--- src/rtl/nbit_skid_register.sv ---
// Two-entry skid buffer pipeline slice: registered s_ready and m_valid break both
// the forward (valid/data) and backward (ready) combinational paths.
module nbit_skid_register #(
  parameter int unsigned REG_WIDTH = 32
) (
  input  logic                 ACLK,
  input  logic                 RST,
  input  logic                 s_valid,
  output logic                 s_ready,
  input  logic [REG_WIDTH-1:0] s_data,
  output logic                 m_valid,
  input  logic                 m_ready,
  output logic [REG_WIDTH-1:0] m_data,
  output logic [1:0]           occupancy
);

  typedef enum logic [1:0] {
    EMPTY = 2'd0,
    ONE   = 2'd1,
    FULL  = 2'd2
  } state_t;

  state_t               state;
  logic [REG_WIDTH-1:0] skid_data;
  logic                 in_xfer;
  logic                 out_xfer;

  assign in_xfer  = s_valid & s_ready;
  assign out_xfer = m_valid & m_ready;

  // State, data and handshake flags all update together so outputs stay registered.
  always_ff @(posedge ACLK) begin
    if (RST) begin
      state     <= EMPTY;
      s_ready   <= 1'b0;
      m_valid   <= 1'b0;
      occupancy <= 2'd0;
      m_data    <= '0;
      skid_data <= '0;
    end else begin
      s_ready <= 1'b1;
      unique case (state)
        EMPTY: begin
          if (in_xfer) begin
            state     <= ONE;
            m_data    <= s_data;
            m_valid   <= 1'b1;
            occupancy <= 2'd1;
          end
        end
        ONE: begin
          if (in_xfer && out_xfer) begin
            m_data <= s_data;
          end else if (in_xfer) begin
            state     <= FULL;
            skid_data <= s_data;
            s_ready   <= 1'b0;
            occupancy <= 2'd2;
          end else if (out_xfer) begin
            state     <= EMPTY;
            m_valid   <= 1'b0;
            occupancy <= 2'd0;
          end
        end
        FULL: begin
          // No upstream transfer is possible here because s_ready is low.
          if (out_xfer) begin
            state     <= ONE;
            m_data    <= skid_data;
            occupancy <= 2'd1;
          end else begin
            s_ready <= 1'b0;
          end
        end
        default: begin
          state     <= EMPTY;
          m_valid   <= 1'b0;
          occupancy <= 2'd0;
        end
      endcase
    end
  end

endmodule

--- config.mk ---
export PLATFORM = sky130hd
export DESIGN_NAME = nbit_skid_register
export DESIGN_NICKNAME = d
export VERILOG_FILES = /design/src/rtl/nbit_skid_register.sv
export SDC_FILE = /design/constraint.sdc
export NUM_CORES = 1
export LEC_CHECK = 0
export CAP_MARGIN = 20
export CELL_PAD_IN_SITES_DETAIL_PLACEMENT = 0
export CELL_PAD_IN_SITES_GLOBAL_PLACEMENT = 2
export CORE_AREA = 2 2 100 102
export CTS_CLUSTER_DIAMETER = 40
export CTS_CLUSTER_SIZE = 30
export DETAILED_ROUTE_END_ITERATION = 7
export DIE_AREA = 0 0 102 104
export PLACE_DENSITY_LB_ADDON = 0.2
export SYNTH_ARGS = -nofsm -noshare
export SYNTH_HDL_FRONTEND = slang
export SYNTH_SLANG_ARGS = --single-unit
--- constraint.sdc ---
create_clock -name ACLK -period 4.8 [get_ports ACLK]
set_input_delay 1.44 -clock ACLK [delete_from_list [all_inputs] [get_ports ACLK]]
set_output_delay 1.44 -clock ACLK [all_outputs]
set_load 0.01 [all_outputs]
Word level (Yosys, flattened, before mapping)
Cells that the tools add are included.
{ "op_classes": {"n_reduce_logical": 7, "mux": 19, "n_eq_ne": 9, "bitwise_logic": 4} }
{ "op_table": {"columns": ["cell", "count"], "rows": [
  ["$mux W32", 3],
  ["$pmux W32 S3", 1],
  ["$ne A2 B2 Y1 const B", 6],
  ["$mux W2", 5],
  ["$reduce_and A4 Y1", 2],
  ["$mux W1", 7],
  ["$pmux W2 S3", 1],
  ["$reduce_and A5 Y1", 1],
  ["$ne A3 B3 Y1 const B", 1],
  ["$pmux W1 S3", 1],
  ["$reduce_and A3 Y1", 1],
  ["$reduce_bool A3 Y1", 1],
  ["$and A1 B1 Y1", 2],
  ["$eq A2 B1 Y1 const B", 1],
  ["$eq A2 B2 Y1 const B", 1],
  ["$logic_not A2 Y1", 1],
  ["$not A1 Y1", 2],
  ["$pmux W1 S2", 1],
  ["$logic_and A1 B1 Y1", 1]
]} }
{ "word_totals": {"register_bits": 68, "elab_cells": 44, "in_bits": 36} }

Depth between registers and ports, before layout
{ "depth": {"depth_word": 5, "mapped_depth": 7} }

Worst setup path after synthesis
No wires, ideal clock.
{ "synth_path": {"path_type": "input-to-reg", "from": "input port RST", "to": "register skid_data[10]", "t_arrival_ns": 2.268, "setup_ns": 0.132, "n_path_buf": 3, "path_slack_ns": 2.400, "path_stages": 4, "path_cell_list": "clkbuf_1 > clkbuf_1 > clkbuf_1 > a21oi_1"} }
{ "synth_rtl": {"columns": ["element", "line", "rtl"], "rows": [
  ["start: declaration", "7", "input logic RST,"],
  ["end signal: assignment", "56", "skid_data <= s_data;"],
  ["end: declaration", "24", "logic [REG_WIDTH-1:0] skid_data;"]
]} }
No word-level cell between the ends.

Worst setup path after layout
{ "layout_path": {"from": "input port s_valid", "to": "register skid_data[15]"} }
{ "layout_between": {"elab_chain_len": 4} }
{ "layout_rtl": {"columns": ["element", "line", "rtl"], "rows": [
  ["start: declaration", "8", "input logic s_valid,"],
  ["$and A1 B1 Y1 (*)", "28", "assign in_xfer = s_valid & s_ready;"],
  ["$logic_and A1 B1 Y1", "52", "if (in_xfer && out_xfer) begin"],
  ["$not A1 Y1 (no source line)", null, null],
  ["$reduce_and A3 Y1 (no source line) (*)", null, null]
]} }
Mark *: on every way between the ends. The rest lies on a longest branch, timed or not.
A chain may end at the register's enable or synchronous reset.

==> run metrics <==
Synth Register Bits 68; layout cells sized above 1 13.14%; Hold Path Stages 2; Worst VDD drop 0.2068 mV; vias in the first global route 2,292; Worst setup SP type primary input; Antenna diodes 0; initial antenna violation count 0; GRT Total Usage 14.00%; Initial Util 31.28%; post-synth cell types 26; crit path DAT 3.36 ns; Min Clock Period, post-route 3.096 ns; Final period util 64.50%; outcome finished clean; leading area contributor after synthesis dfxtp_1; Post-CTS Setup Inserts 0; buffers added on ports 71; gr ovfl total 0; WP data required 5.07 ns; Synth Instances 321; final setup margin 1.704 ns; # setup viols final 0; Worst Setup Path Type primary input to flip-flop; Core Area 9549 sq um; Least-Margin Pin Slew 0.6524 ns; CTS tree done; power per cell area 529.5 nW/um^2; Max Fanout on Critical Path 17; crit end category flip-flop; Fillers 990; final hold violation count 0; NumNets Final 425; Num CTS Buffers 9; H-tree Lvls 3; Post-Place Worst Slack 1.348 ns; total number of vias 2,399; R2R depth 8; cell area after synthesis 2987 sq um; highest clock rate 323.0 MHz; Iteration-0 DRC Markers 79; Hold Slack 0.4559 ns; die width 102 um; top post-synthesis cells by area dfxtp_1, a211oi_2, mux2i_1; Area Growth Syn to Fin 32.38%; CP max stage delay 0.61 ns; CTS Buffer Depth 2; most frequent cells in the layout clkdlybuf4s50_1, nand2_1, dfxtp_1; dpl cell area 3775 sq um; Leak 1.291 nW; final WL 6973 um; Root Buffer clkbuf_8; # DRC 0; total negative slack 0 ns; die height 104 um; Row Count 36; Die Area 10,610 sq um; placer congestion estimate 0.7555; most common cell after layout, fill and taps aside clkdlybuf4s50_1; Antenna Nets Post-Route 0; DP Wirelength 4338 um; Clock Skew 0.008369 ns; slowest cell on the critical path and3_1; Max Cap Violations 0; largest net degree at the start of global routing 55; worst path cell trace clkdlybuf4s50_1, and2_1, and3_1, buf_4, nand2_1, a21oi_1; clock slew at reported path FFs 0.08 ns; fin area 3954 sq um; clk sinks 68; Max transition margin 56.51%; hold crit path type flip-flop to flip-flop; Slew Limit Fails 0; R2R setup slack 2.30 ns; TritonRoute pass-1 iters 4; # IOs 72; Mapped Nets 363; Yosys top cell area share 45.58%; Synthesis Warnings 0; hold buffers post-CTS 0; sequential fraction of the synthesis area 45.58%; RSZ-0062 raised after global routing false; synthesized area per cell 9.304 sq um; WL per Instance 13.38 um; Clk Latency, worst-skew pair 0.34 ns; CTS-repair resized insts 0; vias per cell 4.605; first-pass GRT wire length 11,720 um
-- sequential cells by signal, indices dropped and copies added (netlist names) --
register	count
s_ready	1
state	2
m_valid	1
m_data	32
skid_data	32
-- worst max-delay path: cells and delay by family --
kind,cells,cell delay (ns)
AOI/OAI and AO/OA,1,0.13
buffers and inverters,2,0.86
and+or+nand+nor,3,0.92
-- path summary, 6_finish.rpt --
path,from,end
worst max-delay path,s_valid,skid_data[15]
worst min-delay path,skid_data[4],skid_data[4]
worst max register to register,state[0],m_data[17]
worst min register to register,skid_data[4],skid_data[4]
-- through the flow --
stage          instances  util (%)  power (W)
2_1_floorplan        321         -   0.001356
3_3_place_gp         505     39.53   0.001680
3_5_place_dp         505     39.53   0.001691
4_1_cts              521     41.40   0.002133
5_1_grt              521     41.40   0.002254
6_report             521     41.40   0.002093
-- report_power, final --
part           total, W  switching, W  leakage, nW  internal, W
Clock          0.000431      0.000217       0.0961     0.000214
Combinational  0.000884      0.000449        0.639     0.000436
Sequential     0.000778     0.0000754        0.556     0.000702
Total           0.00209      0.000741         1.29      0.00135
-- cell families (layout without fill, tap and decap cells) --
kind of cell / Yosys count / count (layout) / synth area share [%]
mux: 33 / 33 / 11.06
flops: 68 / 68 / 45.58
buf+inv: 27 / 94 / 4.817
simple gates: 109 / 109 / 14.75
fa+ha+maj: 6 / 6 / 2.514
compound gates: 78 / 78 / 21.28
-- cell usage after synthesis --
cell type and number:
buf_2 7, a21o_1 1, nand2_1 68, buf_6 3, ha_1 6, nor3_4 1
dfxtp_1 68, nor2_1 33, nor2b_1 1, mux2i_1 33, and2_1 1, nand3_1 1
buf_4 3, inv_1 2, nor4b_1 1, a31oi_1 1, o41ai_1 1, clkbuf_1 12
a211oi_1 4, a211oi_2 28, a21boi_0 1, and3_1 3, a2bb2oi_1 2, o21ai_0 4
a21oi_1 34, a211o_1 2
-- layout make-up --
type	count	area [sq um]	share of cell area (%)
Clock buffer	12	155.1	3.924
Clock inverter	4	23.77	0.6013
Inverter	2	7.507	0.1899
Multi-Input combinational cell	226	1484	37.53
Sequential cell	68	1361	34.43
Tap cell	133	166.4	4.209
Timing Repair Buffer	76	755.7	19.11
-- per-layer routing --
layer  vias up  GRT usage, %  wire (um)
li1       1228             -          -
met1      1102         19.93       3370
met2        61         19.97       3115
met3         8         3.562        396
met4         0         5.714         91
met5         -             0          0
No activity file was read; power rests on OpenSTA's default activity.
